**src/rtl/div_sched.sv**
```systemverilog
// rtl/div_sched.sv - two-port round-robin scheduler/sequencer for the shared shift-subtract divider
//
// Purpose: arbitrates two requesters round-robin, latches the winner's operands,
// sequences the divider datapath (load, WIDTH steps, final fix-up) and returns a
// tagged response with a divide-by-zero flag.
//
// Optional feature macro: DIV_DBZ_FAST_EN
//   defined   - a zero divisor skips the datapath and responds one cycle after acceptance
//   undefined - a zero divisor runs the full LOAD/ITER/FIX sequence
//
// Ports:
//   clk, rst                 clock (rising edge), asynchronous active-high reset
//   req_valid[1:0]           per-requester request valid
//   req_ready[1:0]           per-requester accept (combinational, one-hot or zero)
//   a0, b0 / a1, b1          requester 0 / 1 dividend and divisor
//   dp_dividend, dp_divisor  registered operands to the datapath
//   dp_load, dp_step, dp_final  datapath strobes (mutually exclusive)
//   rsp_valid, rsp_id, rsp_dbz  response handshake, owner and zero-divisor flag
//   rsp_ready                consumer accepts the response
//   busy                     high whenever the scheduler is not idle

module div_sched #(
    parameter int WIDTH = 32,
    parameter int CNT_W = 6
) (
    input  logic             clk,
    input  logic             rst,
    input  logic [1:0]       req_valid,
    output logic [1:0]       req_ready,
    input  logic [WIDTH-1:0] a0,
    input  logic [WIDTH-1:0] b0,
    input  logic [WIDTH-1:0] a1,
    input  logic [WIDTH-1:0] b1,
    output logic [WIDTH-1:0] dp_dividend,
    output logic [WIDTH-1:0] dp_divisor,
    output logic             dp_load,
    output logic             dp_step,
    output logic             dp_final,
    output logic             rsp_valid,
    output logic             rsp_id,
    output logic             rsp_dbz,
    input  logic             rsp_ready,
    output logic             busy
);

    typedef enum logic [2:0] {
        S_IDLE = 3'd0,
        S_LOAD = 3'd1,
        S_ITER = 3'd2,
        S_FIX  = 3'd3,
        S_RESP = 3'd4
    } state_t;

    state_t             r_state;
    state_t             w_next;
    logic [CNT_W-1:0]   r_cnt;
    logic               r_last_grant;
    logic               r_zero;
    logic [WIDTH-1:0]   r_dividend;
    logic [WIDTH-1:0]   r_divisor;
    logic               r_rsp_id;

    logic               w_grant;
    logic               w_accept;
    logic [WIDTH-1:0]   w_win_a;
    logic [WIDTH-1:0]   w_win_b;
    logic               w_win_zero;
    logic               w_last_step;

    // Round-robin: with both valid, the requester not granted last time wins.
    always_comb begin
        w_grant = 1'b0;
        case (req_valid)
            2'b01:   w_grant = 1'b0;
            2'b10:   w_grant = 1'b1;
            2'b11:   w_grant = ~r_last_grant;
            default: w_grant = 1'b0;
        endcase
    end

    assign w_accept    = (r_state == S_IDLE) && (|req_valid);
    assign w_win_a     = w_grant ? a1 : a0;
    assign w_win_b     = w_grant ? b1 : b0;
    assign w_win_zero  = (w_win_b == '0);
    assign w_last_step = (r_cnt == CNT_W'(WIDTH - 1));

    // State register
    always_ff @(posedge clk or posedge rst) begin
        if (rst) begin
            r_state <= S_IDLE;
        end else begin
            r_state <= w_next;
        end
    end

    // Operand/tag capture and iteration counter
    always_ff @(posedge clk or posedge rst) begin
        if (rst) begin
            r_cnt        <= '0;
            r_last_grant <= 1'b1;
            r_zero       <= 1'b0;
            r_dividend   <= '0;
            r_divisor    <= '0;
            r_rsp_id     <= 1'b0;
        end else begin
            if (w_accept) begin
                r_dividend   <= w_win_a;
                r_divisor    <= w_win_b;
                r_rsp_id     <= w_grant;
                r_last_grant <= w_grant;
                r_zero       <= w_win_zero;
            end
            if (r_state == S_LOAD) begin
                r_cnt <= '0;
            end else if (r_state == S_ITER && !w_last_step) begin
                // Holding at WIDTH-1 on exit keeps the counter from ever wrapping.
                r_cnt <= r_cnt + CNT_W'(1);
            end
        end
    end

    // Next-state logic
    always_comb begin
        w_next = r_state;
        case (r_state)
            S_IDLE: begin
                if (w_accept) begin
`ifdef DIV_DBZ_FAST_EN
                    w_next = w_win_zero ? S_RESP : S_LOAD;
`else
                    w_next = S_LOAD;
`endif
                end
            end
            S_LOAD:  w_next = S_ITER;
            S_ITER:  w_next = w_last_step ? S_FIX : S_ITER;
            S_FIX:   w_next = S_RESP;
            S_RESP:  w_next = rsp_ready ? S_IDLE : S_RESP;
            default: w_next = S_IDLE;
        endcase
    end

    // Output decode
    always_comb begin
        req_ready = 2'b00;
        if (w_accept) begin
            req_ready = w_grant ? 2'b10 : 2'b01;
        end
        dp_load   = (r_state == S_LOAD);
        dp_step   = (r_state == S_ITER);
        dp_final  = (r_state == S_FIX);
        rsp_valid = (r_state == S_RESP);
        rsp_dbz   = (r_state == S_RESP) && r_zero;
        busy      = (r_state != S_IDLE);
    end

    assign dp_dividend = r_dividend;
    assign dp_divisor  = r_divisor;
    assign rsp_id      = r_rsp_id;

endmodule

```
**config.mk**
```make
export PLATFORM = sky130hd
export DESIGN_NAME = div_sched
export DESIGN_NICKNAME = d
export VERILOG_FILES = /design/src/rtl/div_sched.sv
export SDC_FILE = /design/constraint.sdc
export NUM_CORES = 1
export LEC_CHECK = 0
export ABC_AREA = 1
export BUFFER_PORTS_ARGS = -buffer_cell sky130_fd_sc_hd__clkbuf_2
export CORE_ASPECT_RATIO = 1.1
export CORE_MARGIN = 4
export CORE_UTILIZATION = 45
export DETAILED_ROUTE_END_ITERATION = 10
export PLACE_DENSITY = 0.78
export SKIP_CTS_REPAIR_TIMING = 1
export SLEW_MARGIN = 20
export SYNTH_ARGS = -nofsm -noshare
export SYNTH_HDL_FRONTEND = slang
export SYNTH_SLANG_ARGS = --single-unit
```
**constraint.sdc**
```tcl
create_clock -name clk -period 2.3 [get_ports clk]
set_input_delay 0.115 -clock clk [delete_from_list [all_inputs] [get_ports clk]]
set_output_delay 0.115 -clock clk [all_outputs]
set_load 0.05 [all_outputs]
```
==> metrics, run 1 <==
outcome=complete, but fails checks; failing checks=hold timing; synth warn=0; io pins=206; vias in the first global route=3815; drt drc=0; slowest cell on the critical path=dfrtp_1; Slew Limit Fails=0; most used cell, CP=inv_2; Top FF cell, synth=dfrtp_1; Pre-antenna DRT Iters=5; syn avg cell area=7.43 sq um; crit path to=req_ready[0]; worst hold margin=-0.00908 ns; worst reg2reg path endpoint=dp_dividend[18]$_DFFE_PP0P_; R2R cell count=9; Seq/Total Area, Yosys=49.8%; first-pass GRT wire length=17.3 mm; # diodes=0; synthesized net count=648; CP startpoint=r_state[1]$_DFFE_PP0P_; synthesized instance count=514; Die Y=105 um; clock buffer count from CTS=9; Synth top area share=49.1%; critical path startpoint category=register; Lkg Pwr=3.08 nW; Initial Utilization=47.3%; Tot Pwr=8.22 mW; R2R Setup Slk=0.46 ns; DR WL/cell=13.5 um; final hold vios=13; fin crit share=91.5%; hold crit path type=in -> reg; critical path fanouts, max=18; Critical Path Max Stage Delay=0.43 ns; post-synth cell types=26; max cap viols=0; Worst VDD drop=0.859 mV; min Tclk post-route=2.10 ns; DR vias=4139; PwrDens=1550 nW/um^2; die width=95.8 um; RSZ-0062 raised after global routing=false; Crit Path Class=reg -> out; total grt overflow=0; clk_skew=0.0104 ns; ranking of synthesized cells by area=dfrtp_1, nand2_1, nand3_1; FF-to-FF Start=r_state[1]$_DFFE_PP0P_; CTS H-tree lvls=3; Post-synth EDFFs=0; Filler cells=736; P&R area growth vs syn=39.1%; Clk pin slew, worst setup/hold paths=0.08 ns; CTS root buf=clkbuf_8; num rows=34; worst-path cell chain=inv_2, nand2_1, nor2_2, inv_2, a21oi_4, nand2_1, inv_2, clkbuf_2; count of state elements after synthesis=76; pin count of the biggest net entering global routing=46; layout cells sized above 1=32.8%; max-slew headroom at the worst pin=60.2%; Synth top cells by count=nand2_1, dfrtp_1, nand3_1, inv_1, nor2_1; routability congestion estimate from global placement=0.869; worst-skew pair later-pin latency=0.34 ns; via/cell ratio=4.88; most frequent cell after synthesis=nand2_1; ys async rst share=100%; initial antenna violation count=0; DIE AREA=10000 sq um; fmax=475 MHz; Sink Count=76; Post-DRT Antenna Nets=0; I/O Buffers=205; worst slew pin tran=0.596 ns; cell count of the worst hold path=3; gr usage total=21.6%; Final setup viols=0; Final Net Count=869; Worst EP required=2.18 ns; DRT Wirelength=11.4 mm; core box area=8080 sq um; Crit. End Element=primary output; setup_tns=0 ns; Synth area leader=dfrtp_1; Initial DRC Count=182; Syn Std Cell Area=3820 sq um; CTS Buffer Depth=2; CP arrival=1.99 ns; HPWL after DPL=8.78 mm; CTS tree=done
critical path: cells and delay by family (launching register included):
| kind | cells | cell delay [ns] |
|---|---|---|
| buffers and inverters | 4 | 0.79 |
| AO/OA/AOI/OAI | 1 | 0.15 |
| AND/OR/NAND/NOR | 3 | 0.29 |
| flip-flops | 1 | 0.43 |
flip-flops by register name, indices dropped and copies added, names as in the netlist:
name / flops
rsp_id: 1
r_state: 3
dp_dividend: 32
r_cnt: 6
r_last_grant: 1
dp_divisor: 32
r_zero: 1
layout by cell type (no fill, tap or decap), drive strengths merged:
cell type / synthesis / routed
o31ai: 1 / 1
nand3: 44 / 44
dlygate4sd3: 0 / 19
buf: 21 / 10
dfrtp: 75 / 75
bufinv: 0 / 1
nor2: 25 / 25
nor3: 1 / 1
xnor2: 1 / 1
clkbuf: 3 / 216
inv: 41 / 40
nand3b: 16 / 16
nand2: 250 / 250
clkinv: 0 / 4
o22ai: 1 / 1
xor2: 1 / 1
nand4: 4 / 4
a21oi: 4 / 4
ha: 1 / 1
clkinvlp: 0 / 1
dfstp: 1 / 1
o21ai: 24 / 24
how the worst min path moves through the flow:
stage                    from                          end  slack [ns]
CTS                       rst  dp_dividend[20]$_DFFE_PP0P_       -0.19
detailed placement        rst  dp_dividend[20]$_DFFE_PP0P_        0.17
global route            a1[1]   dp_dividend[1]$_DFFE_PP0P_      0.0003
floorplan           rsp_ready       r_state[2]$_DFFE_PP0P_        0.22
global placement          rst  dp_dividend[20]$_DFFE_PP0P_        0.17
finish                 a1[17]  dp_dividend[17]$_DFFE_PP0P_      -0.009
per-stage QoR:
stage / std cells / hold WS (ns) / instance area, sq um / util [%] / worst slack [ns]
floorplan: 514 / 0.215 / 3820 / - / 0.180
global placement: 813 / 0.167 / 4930 / 61.1 / 0.463
detailed placement: 813 / 0.173 / 4930 / 61.1 / 0.388
CTS: 829 / -0.187 / 5120 / 63.3 / 0.0880
global route: 848 / 0.000270 / 5310 / 65.7 / 0.0529
finish: 848 / -0.00908 / 5310 / 65.7 / 0.195
power by group:
part	internal, mW	switching, mW
clock network	0.497	0.455
logic	1.13	3.74
registers	1.99	0.397
total	3.62	4.60
final cells by class:
cell class,count,area (sq um),area share [%]
clock inverter,5,52.6,0.989
sequential,76,1900,35.8
clock buffer,11,131,2.47
multi-input combinational,373,1620,30.5
timing repair buffer,234,1320,24.8
tap,108,135,2.54
inverter,41,155,2.92
per-layer routing:
metal | vias to the layer above | part of all wire, % | track usage [%] | wire length, um
li1 | 2039 | - | - | -
met1 | 1901 | 39 | 27.1 | 4440
met2 | 173 | 52 | 37.2 | 5880
met3 | 26 | 6.9 | 3.59 | 790
met4 | 0 | 2.6 | 7.22 | 293
met5 | - | 0 | 0 | 0
logic make-up (layout without fill, tap and decap cells):
family                     after synthesis  after routing  synth area share, %
DFF                                     76             76                 49.8
buffers and inverters                   65            291                 8.02
xor gates and xnor gates                 2              2                0.459
adders and majority gates                1              1                0.327
AOI/OAI and AO/OA                       30             30                 4.32
and+or+nand+nor                        340            340                 37.0
No activity file was read; power rests on OpenSTA's default activity.
==> run 2, diff against run 1 <==
CORE_UTILIZATION = 40   (was 45)
PLACE_DENSITY = 0.71   (was 0.78)
RECOVER_POWER = 100   (was default)
==> run 2 against run 1 <==
Effect of this change:
- the flow finishes with violations (hold timing, capacitance limit, slew limit)
- global-route usage decreased by 1.3 points
- wire length increased by 5.9%
- combinational power decreased by 3%
- first-iteration DRC count increased by 24%
- fmax decreased by 1.7%
- via count increased by 0.39%
- sequential share of layout area decreased by 0.78 points
- critical path depth decreased by 2
- utilization decreased by 7.6 points
- sequential cell count unchanged
- critical path type unchanged
==> metrics, run 2 (synthesis results as in run 1) <==
io pins=206 (unchanged); commonest non-fill, non-tap cells in the layout=nand2_1, clkbuf_2, dfrtp_1 (unchanged); DRT Wirelength=12.1 mm (was 11.4 mm); DR vias=4155 (was 4139); Slew Limit Fails=33 (was 0); fmax=467 MHz (was 475 MHz); DIE AREA=11200 sq um (was 10000 sq um); Filler cells=931 (was 736); I/O Buffers=205 (unchanged); Clk pin slew, worst setup/hold paths=0.08 ns (about the same); vias in the first global route=3800 (was 3815); Final setup viols=0 (unchanged); CP arrival=2.03 ns (was 1.99 ns); core box area=9350 sq um (was 8080 sq um); outcome=complete, but fails checks (unchanged); drt drc=0 (unchanged); via/cell ratio=4.75 (was 4.88); RSZ-0062 raised after global routing=false (unchanged); gr usage total=20.3% (was 21.6%); DP Area=4950 sq um (was 4930 sq um); worst-skew pair later-pin latency=0.34 ns (about the same); Worst EP required=2.18 ns (about the same); Pre-antenna DRT Iters=4 (was 5); failing checks=hold timing, capacitance limit, slew limit (was hold timing); Sink Count=76 (unchanged); routability congestion estimate from global placement=0.862 (was 0.869); max-slew headroom at the worst pin=-2.54% (was 60.2%); fin crit share=93.1% (was 91.5%); worst hold margin=-0.0105 ns (was -0.00908 ns); layout cells sized above 1=22.5% (was 32.8%); Crit. End Element=primary output (unchanged); Worst VDD drop=0.799 mV (was 0.859 mV); clock buffer count from CTS=9 (unchanged); placed insts=822 (was 813); CTS H-tree lvls=3 (unchanged); Initial DRC Count=225 (was 182); HPWL after DPL=8.77 mm (was 8.78 mm); Lkg Pwr=2.94 nW (was 3.08 nW); critical path startpoint category=register (unchanged); max cap viols=1 (was 0); P&R area growth vs syn=42.2% (was 39.1%); PwrDens=1520 nW/um^2 (was 1550 nW/um^2); die width=101 um (was 95.8 um); final hold vios=6 (was 13); num rows=37 (was 34); pin count of the biggest net entering global routing=58 (was 46); Post-DRT Antenna Nets=0 (unchanged); DR WL/cell=13.8 um (was 13.5 um); Final Net Count=886 (was 869); min Tclk post-route=2.14 ns (was 2.10 ns); setup_tns=0 ns (unchanged); Crit Path Class=reg -> out (unchanged); # diodes=0 (unchanged); Layout Cells excl Fill=874 (was 848); total grt overflow=0 (unchanged); critical path fanouts, max=15 (was 18); Initial Utilization=40.8% (was 47.3%); clk_skew=0.0149 ns (was 0.0104 ns); first-pass GRT wire length=18.2 mm (was 17.3 mm); worst slew pin tran=1.53 ns (was 0.596 ns); CTS root buf=clkbuf_8 (unchanged); commonest non-fill, non-tap cell in the layout=nand2_1 (unchanged); hold crit path type=in -> reg (unchanged); CTS Buffer Depth=2 (unchanged); Post-Layout Inst Area=5430 sq um (was 5310 sq um); initial antenna violation count=0 (unchanged); Die Y=110 um (was 105 um); CTS tree=done (unchanged)
## run 2: cell count changes in the layout (fill, tap and decap cells not counted), moves of 2 or more
| cell | delta |
|---|---|
| clkbuf_1 | +71 |
| clkbuf_2 | -71 |
| dlygate4sd3_1 | +17 |
| o21ai_0 | +9 |
| o21ai_1 | -9 |
| clkinv_2 | -4 |
| clkbuf_8 | +2 |
## run 2: final timing paths
check	from	end	slack, ns	cells past startpoint
max	r_last_grant$_DFFE_PP1P_	req_ready[0]	0.16	6
max in group asynchronous	rst	r_last_grant$_DFFE_PP1P_	0.75	4
min reg2reg	r_last_grant$_DFFE_PP1P_	r_last_grant$_DFFE_PP1P_	0.47	2
max reg2reg	r_last_grant$_DFFE_PP1P_	dp_dividend[11]$_DFFE_PP0P_	0.24	7
min in group asynchronous	rst	dp_dividend[19]$_DFFE_PP0P_	0.66	3
min	a0[9]	dp_dividend[9]$_DFFE_PP0P_	-0.01	3
## run 2: power breakdown
group / total (mW) / leakage [nW] / internal, mW / switching, mW
Clock: 1.15 / 0.114 / 0.674 / 0.476
Sequential: 2.39 / 0.938 / 1.99 / 0.396
Combinational: 4.74 / 1.89 / 0.983 / 3.76
## run 2: per-layer routing
layer | vias up | global-route usage, % | part of all wire (%)
met3 | 32 | 3.92 | 6.2
met5 | - | 0 | 0
met4 | 0 | 7.00 | 3.2
met2 | 153 | 33.9 | 51
met1 | 1906 | 25.9 | 40
li1 | 2064 | - | -
## run 2: worst max-delay path: stages, from the launching register on
cell and delay [ns]:
dfstp_2 0.53, nand2_1 0.08, nand2_2 0.20, buf_4 0.23
nand2_1 0.08, inv_2 0.25, buf_2 0.33
## run 2: final cells by class
cell class	count	area [sq um]	share of cell area, %
multi-input cells	373	1610	29.5
clock buffers	13	159	2.92
well taps	117	146	2.69
inverters	41	155	2.86
clock inverters	3	68.8	1.27
flip-flops and latches	76	1900	35.0
repair buffers	251	1400	25.7
## run 2: through the flow
stage | worst slack, ns | total power [mW] | util, %
2_1_floorplan | 0.180 | 6.10 | -
6_report | 0.158 | 8.28 | 58.1
3_5_place_dp | 0.421 | 7.30 | 52.9
3_3_place_gp | 0.468 | 7.20 | 52.9
4_1_cts | 0.119 | 8.47 | 55.3
5_1_grt | 0.0160 | 8.80 | 58.1
